==> config.mk <==
export PLATFORM = sky130hd
export DESIGN_NAME = epb_remove_pack_flat
export DESIGN_NICKNAME = d
export VERILOG_FILES = /design/src/rtl/epb_pkg.sv /design/src/rtl/epb_remove_pack_if.sv /design/src/rtl/epb_scan.sv /design/src/rtl/epb_remove_pack.sv /design/src/flat_wrapper.sv
export SDC_FILE = /design/constraint.sdc
export NUM_CORES = 1
export LEC_CHECK = 0
export ABC_AREA = 1
export CORE_MARGIN = 5
export CORE_UTILIZATION = 57
export DETAILED_ROUTE_END_ITERATION = 10
export MAX_ROUTING_LAYER = met4
export PLACE_DENSITY_LB_ADDON = 0.3
export SYNTH_ARGS = -nofsm -noshare
export SYNTH_HDL_FRONTEND = slang
export SYNTH_SLANG_ARGS = --single-unit
==> constraint.sdc <==
create_clock -name clk -period 3.8 [get_ports clk]
set_clock_uncertainty 0.1 [all_clocks]
set_input_delay 0.38 -clock clk [delete_from_list [all_inputs] [get_ports clk]]
set_output_delay 0.38 -clock clk [all_outputs]
set_load 0.005 [all_outputs]
==> src/rtl/epb_pkg.sv <==
// Shared constants, FSM state type and width helper for the emulation-prevention-byte remover.
package epb_pkg;

    localparam logic [7:0] EPB_BYTE  = 8'h03;
    localparam logic [7:0] ZERO_BYTE = 8'h00;

    typedef enum logic {
        RUN,
        FLUSH
    } state_t;

    // Width of a byte-count field able to hold 0..bytes.
    function automatic int unsigned cnt_width(input int unsigned bytes);
        return $clog2(bytes + 1);
    endfunction

endpackage

==> src/rtl/epb_remove_pack_if.sv <==
// Input-word and output-word handshake bundle between NAL fetch, EPB remover and bitstream shifter.
interface epb_remove_pack_if
    import epb_pkg::*;
#(
    parameter int unsigned BYTES = 2
) ();

    localparam int unsigned CW = cnt_width(BYTES);

    logic               ai_we;
    logic               ai_first;
    logic               ai_last;
    logic [CW-1:0]      ai_bytes;
    logic [8*BYTES-1:0] ai_data;
    logic               ao_next;

    logic               bo_we;
    logic [8*BYTES-1:0] bo_data;
    logic               bo_last;
    logic [CW-1:0]      bo_bytes;
    logic               bi_next;

    modport master (
        output ai_we, ai_first, ai_last, ai_bytes, ai_data, bi_next,
        input  ao_next, bo_we, bo_data, bo_last, bo_bytes
    );

    modport slave (
        input  ai_we, ai_first, ai_last, ai_bytes, ai_data, bi_next,
        output ao_next, bo_we, bo_data, bo_last, bo_bytes
    );

endinterface

==> src/rtl/epb_scan.sv <==
// Combinational scan of one word: drops 0x03 after two zero bytes and compacts the survivors MSB-first.
module epb_scan
    import epb_pkg::*;
#(
    parameter int unsigned BYTES = 2,
    localparam int unsigned CW = cnt_width(BYTES)
) (
    input  logic [8*BYTES-1:0] word_i,
    input  logic [CW-1:0]      nbytes_i,
    input  logic [1:0]         zrun_i,
    input  logic               en_i,
    output logic [BYTES-1:0]   keep_o,
    output logic [8*BYTES-1:0] kept_data_o,
    output logic [CW-1:0]      kept_cnt_o,
    output logic [1:0]         zrun_o,
    output logic [CW-1:0]      removed_o
);

    logic [1:0]  z;
    logic [7:0]  b;
    int unsigned nk;
    int unsigned nr;

    // keep_o bit i corresponds to byte i (byte 0 is the MSB byte of the word)
    always_comb begin
        z           = zrun_i;
        b           = '0;
        nk          = 0;
        nr          = 0;
        keep_o      = '0;
        kept_data_o = '0;
        for (int unsigned i = 0; i < BYTES; i++) begin
            b = word_i[8*(BYTES-1-i) +: 8];
            if (i < 32'(nbytes_i)) begin
                if (en_i && (z == 2'd2) && (b == EPB_BYTE)) begin
                    nr++;
                    z = 2'd0;
                end else begin
                    keep_o[i] = 1'b1;
                    kept_data_o[8*(BYTES-1-nk) +: 8] = b;
                    nk++;
                    if (b == ZERO_BYTE) begin
                        z = (z == 2'd2) ? 2'd2 : z + 2'd1;
                    end else begin
                        z = 2'd0;
                    end
                end
            end
        end
        kept_cnt_o = CW'(nk);
        removed_o  = CW'(nr);
        zrun_o     = z;
    end

endmodule

==> src/rtl/epb_remove_pack.sv <==
// EPB remover and repacker: scans accepted words, appends kept bytes to a 2*BYTES pack buffer
// and emits dense words, flushing a final partial word at end of NAL.
module epb_remove_pack
    import epb_pkg::*;
#(
    parameter int unsigned BYTES = 2,
    parameter int unsigned CNT_W = 16
) (
    input  logic              clk,
    input  logic              reset,
    input  logic              epb_en,
    epb_remove_pack_if.slave  bus,
    output logic [CNT_W-1:0]  epb_cnt
);

    localparam int unsigned CW    = cnt_width(BYTES);
    localparam int unsigned DEPTH = 2 * BYTES;
    localparam int unsigned FW    = $clog2(DEPTH);

    state_t           state_q, state_d;
    logic [FW-1:0]    fill_q, fill_d;
    logic [1:0]       zrun_q, zrun_d;
    logic             en_q, en_d;
    logic [CNT_W-1:0] cnt_q, cnt_d;
    logic [7:0]       buf_q [DEPTH];
    logic [7:0]       buf_d [DEPTH];

    logic [CW-1:0]      scan_nbytes;
    logic [1:0]         scan_zrun_in;
    logic               scan_en;
    logic [BYTES-1:0]   keep;
    logic [8*BYTES-1:0] kept_data;
    logic [CW-1:0]      kept_cnt;
    logic [1:0]         scan_zrun;
    logic [CW-1:0]      removed;

    int unsigned      fill;
    int unsigned      out_n;
    int unsigned      popped;
    int unsigned      base;
    int unsigned      next_fill;
    logic             pop;
    logic             acc;
    logic [CNT_W-1:0] cnt_base;
    logic [CNT_W:0]   cnt_sum;

    // A first word restarts the zero run and picks up the fresh enable immediately.
    assign scan_nbytes  = bus.ai_last  ? bus.ai_bytes : CW'(BYTES);
    assign scan_zrun_in = bus.ai_first ? 2'd0 : zrun_q;
    assign scan_en      = bus.ai_first ? epb_en : en_q;

    epb_scan #(
        .BYTES (BYTES)
    ) u_scan (
        .word_i      (bus.ai_data),
        .nbytes_i    (scan_nbytes),
        .zrun_i      (scan_zrun_in),
        .en_i        (scan_en),
        .keep_o      (keep),
        .kept_data_o (kept_data),
        .kept_cnt_o  (kept_cnt),
        .zrun_o      (scan_zrun),
        .removed_o   (removed)
    );

    always_comb begin
        fill         = 32'(fill_q);
        out_n        = (fill < BYTES) ? fill : BYTES;
        bus.bo_we    = (state_q == FLUSH) || (fill >= BYTES);
        bus.bo_last  = (state_q == FLUSH) && (fill <= BYTES);
        bus.bo_bytes = bus.bo_we ? CW'(out_n) : '0;
        bus.bo_data  = '0;
        for (int unsigned i = 0; i < BYTES; i++) begin
            if (i < out_n) begin
                bus.bo_data[8*(BYTES-1-i) +: 8] = buf_q[i];
            end
        end
        pop         = bus.bo_we && bus.bi_next;
        bus.ao_next = (state_q == RUN) && ((fill < BYTES) || pop);
        acc         = bus.ai_we && bus.ao_next;
    end

    always_comb begin
        popped    = pop ? out_n : 0;
        base      = fill - popped;
        next_fill = base;
        for (int unsigned j = 0; j < DEPTH; j++) begin
            buf_d[j] = '0;
            if (j + popped < fill) begin
                buf_d[j] = buf_q[j + popped];
            end
        end
        // Kept bytes land right behind whatever survives this cycle's pop.
        if (acc && (|keep)) begin
            for (int unsigned k = 0; k < BYTES; k++) begin
                if (k < 32'(kept_cnt)) begin
                    buf_d[base + k] = kept_data[8*(BYTES-1-k) +: 8];
                end
            end
            next_fill = base + 32'(kept_cnt);
        end
        fill_d = FW'(next_fill);

        zrun_d   = acc ? scan_zrun : zrun_q;
        en_d     = (acc && bus.ai_first) ? epb_en : en_q;
        cnt_base = bus.ai_first ? '0 : cnt_q;
        cnt_sum  = {1'b0, cnt_base} + (CNT_W+1)'(removed);
        cnt_d    = cnt_q;
        if (acc) begin
            cnt_d = cnt_sum[CNT_W] ? '1 : cnt_sum[CNT_W-1:0];
        end

        state_d = state_q;
        unique case (state_q)
            RUN:     if (acc && bus.ai_last) state_d = FLUSH;
            FLUSH:   if (pop && bus.bo_last) state_d = RUN;
            default: state_d = RUN;
        endcase
    end

    always_ff @(posedge clk or posedge reset) begin
        if (reset) begin
            state_q <= RUN;
            fill_q  <= '0;
            zrun_q  <= '0;
            en_q    <= 1'b1;
            cnt_q   <= '0;
            for (int unsigned j = 0; j < DEPTH; j++) begin
                buf_q[j] <= '0;
            end
        end else begin
            state_q <= state_d;
            fill_q  <= fill_d;
            zrun_q  <= zrun_d;
            en_q    <= en_d;
            cnt_q   <= cnt_d;
            for (int unsigned j = 0; j < DEPTH; j++) begin
                buf_q[j] <= buf_d[j];
            end
        end
    end

    assign epb_cnt = cnt_q;

endmodule

==> src/flat_wrapper.sv <==
// flat-port wrapper written by rule: the top's interface ports become plain ports
module epb_remove_pack_flat import epb_pkg::*;
#(
    parameter int unsigned BYTES = 2,
    parameter int unsigned CNT_W = 16
)
  (clk, reset, epb_en, epb_cnt, bus_ai_we, bus_ai_first, bus_ai_last, bus_ai_bytes, bus_ai_data, bus_bi_next, bus_ao_next, bus_bo_we, bus_bo_data, bus_bo_last, bus_bo_bytes);
  epb_remove_pack_if #(.BYTES(BYTES)) bus_i ();
  input  logic clk;
  input  logic reset;
  input  logic epb_en;
  output logic [CNT_W-1:0] epb_cnt;
  input wire logic [$bits(bus_i.ai_we)-1:0] bus_ai_we;
  input wire logic [$bits(bus_i.ai_first)-1:0] bus_ai_first;
  input wire logic [$bits(bus_i.ai_last)-1:0] bus_ai_last;
  input wire logic [$bits(bus_i.ai_bytes)-1:0] bus_ai_bytes;
  input wire logic [$bits(bus_i.ai_data)-1:0] bus_ai_data;
  input wire logic [$bits(bus_i.bi_next)-1:0] bus_bi_next;
  output wire logic [$bits(bus_i.ao_next)-1:0] bus_ao_next;
  output wire logic [$bits(bus_i.bo_we)-1:0] bus_bo_we;
  output wire logic [$bits(bus_i.bo_data)-1:0] bus_bo_data;
  output wire logic [$bits(bus_i.bo_last)-1:0] bus_bo_last;
  output wire logic [$bits(bus_i.bo_bytes)-1:0] bus_bo_bytes;
  assign bus_i.ai_we = bus_ai_we;
  assign bus_i.ai_first = bus_ai_first;
  assign bus_i.ai_last = bus_ai_last;
  assign bus_i.ai_bytes = bus_ai_bytes;
  assign bus_i.ai_data = bus_ai_data;
  assign bus_i.bi_next = bus_bi_next;
  assign bus_ao_next = bus_i.ao_next;
  assign bus_bo_we = bus_i.bo_we;
  assign bus_bo_data = bus_i.bo_data;
  assign bus_bo_last = bus_i.bo_last;
  assign bus_bo_bytes = bus_i.bo_bytes;
  epb_remove_pack #(.BYTES(BYTES), .CNT_W(CNT_W)) u_core (.clk(clk), .reset(reset), .epb_en(epb_en), .bus(bus_i), .epb_cnt(epb_cnt));
endmodule
==> flow_summary.yaml <==
finish:
  finalNetCount: 943
  num_antenna_cells: 0
  syn_to_final_growth_pct: 21.7
  layout_commonest_cell: "nand2_1"
  final_cell_mix: "nand2_1, nor2_1, inv_1"
  postLayoutCellArea_sq_um: 6170
  fillers: 751
  drive_above_1_share: 0.150
global_route:
  overflow: 0
  grt_pass1_wl_um: 23700
  grtUsageTotal: 0.263
  antenna_found_initial: 0
  grt_pass1_vias: 5148
  grt_max_degree: 39
synthesis:
  synth_flop_cell: "dfrtp_1"
  synth_nets: 855
  synth.top_cell.area_share: 0.262
  syn_avg_cell_area_sq_um: 6.26
  syn_inst: 809
  yosys.area.top_type: "dfrtp_1"
  yosysSeqAreaShare: 0.267
  yosysUniqueCellTypes: 42
  synth_edf_count: 0
  yosysWarnings: 0
  ys_ff_latch: 54
  yosys-top-cells-area: "dfrtp_1, nand2_1, nor2_1"
  netlist_area_sq_um: 5070
  async_reset_ff_frac: 1.00
power:
  power_mw: 2.85
  p_leak_nw: 3.12
  vdd_ir_drop_max_uv: 238
  powerDensity_nw_per_um2: 462
drt:
  wire_per_inst_um: 14.2
  wirelength_um: 14200
  drc: 0
  dr_total_vias: 5381
  drtAntennaViolNets: 0
  viasPerCell: 5.35
  drtIter0Drc: 281
  drtPass1Iterations: 5
clock_tree:
  ctsHoldBuffers: 0
  clk_pin_slew_worst_paths_ns: 0.12
  cts_buffer_depth: 2
  cts_tree: "yes"
  htree_levels: 2
  clock-sinks: 54
  root_buffer: "clkbuf_8"
  clkLatencyLatePin_ns: 0.33
  cts_buffers: 5
timing:
  slew_violations: 0
  hold_viol: 0
  rsz0062_at_grt: "no"
  tightest_slew_ns: 0.824
  max_slew_margin: 0.450
  setup_violations: 0
  hold_ws_ns: 0.418
  fmax_mhz: 285
  timing.final.crit_period_ns: 3.50
  finalCritPeriodShare: 0.922
worst_setup_path:
  crit_arrival_ns: 3.63
  cp-start-kind: "input port"
  path_class: "in -> reg"
  critPathCaptureType: "flip-flop"
  cp.required_ns: 3.93
  crit_path_max_fanout: 4
outcome:
  status: "finished, final reports clean"
floorplan:
  ios: 62
  die_h_um: 104
  rows: 34
  die_area_sq_um: 10900
  start_util: 0.584
  coreArea_sq_um: 8680
  die_w_um: 104
placement:
  post_dp_cell_area_sq_um: 5930
  port_buffers: 61
  place_congestion: 0.930
  place_hpwl_um: 10900
flow_run:
  cap_violations: 0
hold_path:
  hp-class: "in -> async"
[logic make-up (layout without fill, tap and decap cells)]
family                     Yosys count  in the layout  synth area share
and+or+nand+nor                    468            469             0.417
buffers and inverters              134            222             0.114
adders and majority gates           21             21            0.0533
xor gates and xnor gates             8              8            0.0138
DFF                                 54             54             0.267
AOI/OAI and AO/OA                  124            124             0.135
[cell usage after synthesis, types with 11 or more instances]
library cell	number
nand2_1	264
nor2_1	100
inv_1	95
o21ai_0	65
dfrtp_1	53
nand3_1	39
a21oi_1	20
ha_1	20
o21ai_1	20
nor3_1	19
o21ai_2	13
buf_2	11
inv_2	11
nand2_2	11
[sequential cells by signal, indices dropped and copies added, names as in the netlist]
name / count
u_core.buf_q: 32
u_core.epb_cnt: 16
u_core.state_q: 1
u_core.en_q: 1
u_core.fill_q: 2
u_core.zrun_q: 2
[through the flow]
step	utilization	setup WS, ns	TNS, ns	std cells
3_3_place_gp	0.684	-0.305	-3.79	991
4_1_cts	0.695	0.0175	0	999
2_1_floorplan	-	0.244	0	809
3_5_place_dp	0.684	-0.423	-5.36	991
6_report	0.710	0.297	0	1006
5_1_grt	0.710	0.0171	0	1006
[area by class of cell]
type	count	area, sq um	share of cell area
multi-input cells	622	3210	0.520
flip-flops and latches	54	1350	0.219
clock inverters	3	23.8	0.00386
repair buffers	105	962	0.156
clock buffers	5	68.8	0.0112
inverters	109	417	0.0676
well taps	108	135	0.0219
[worst paths after layout]
path | startpoint | end | slack (ns) | depth (start not counted)
setup / recovery | bus_ai_last | u_core.epb_cnt[8] | 0.30 | 27
hold / removal | reset | u_core.buf_q[27] | 0.42 | 2
setup reg to reg | u_core.zrun_q[0] | u_core.epb_cnt[0] | 0.36 | 23
hold reg to reg | u_core.epb_cnt[13] | u_core.epb_cnt[13] | 0.42 | 2
max in group asynchronous | reset | u_core.en_q | 2.35 | 3
min in group clk | u_core.epb_cnt[13] | u_core.epb_cnt[13] | 0.42 | 2
[critical path: stages]
cell and delay, ns:
clkdlybuf4s50_1 0.47, inv_2 0.05, nor2_4 0.13, inv_6 0.05
nor2_8 0.09, nand3_1 0.09, o21ai_2 0.08, inv_1 0.07
ha_2 0.18, nand3_1 0.08, nor2_1 0.04, nand2_1 0.08
inv_1 0.04, ha_1 0.26, nor2_1 0.04, nor2_1 0.09
ha_2 0.20, fa_2 0.22, nand2_2 0.08, nor2_4 0.15
nand2_4 0.07, nor2_4 0.22, buf_6 0.14, xor2_1 0.15
nand2_1 0.07, nand2_1 0.05, nand2_1 0.06
[power by group]
group,switching [mW],leakage (nW),total (mW),internal [mW]
combinational,1.05,2.35,1.66,0.610
clock,0.228,0.0408,0.361,0.133
sequential,0.0957,0.732,0.829,0.733
[routing by layer]
| metal | global-route usage | vias up | part of all wire |
|---|---|---|---|
| li1 | - | 2714 | - |
| met1 | 0.325 | 2485 | 0.43 |
| met4 | 0.0648 | 0 | 0.014 |
| met3 | 0.0341 | 24 | 0.056 |
| met5 | - | - | 0 |
| met2 | 0.455 | 158 | 0.50 |
[timing repair]
item	in CTS	in global routing
resized for setup	1	25
buffers inserted	0	6
gates cloned	0	1
setup endpoints to repair	4	18
pin swaps	0	13
No activity file was read; power rests on OpenSTA's default activity.
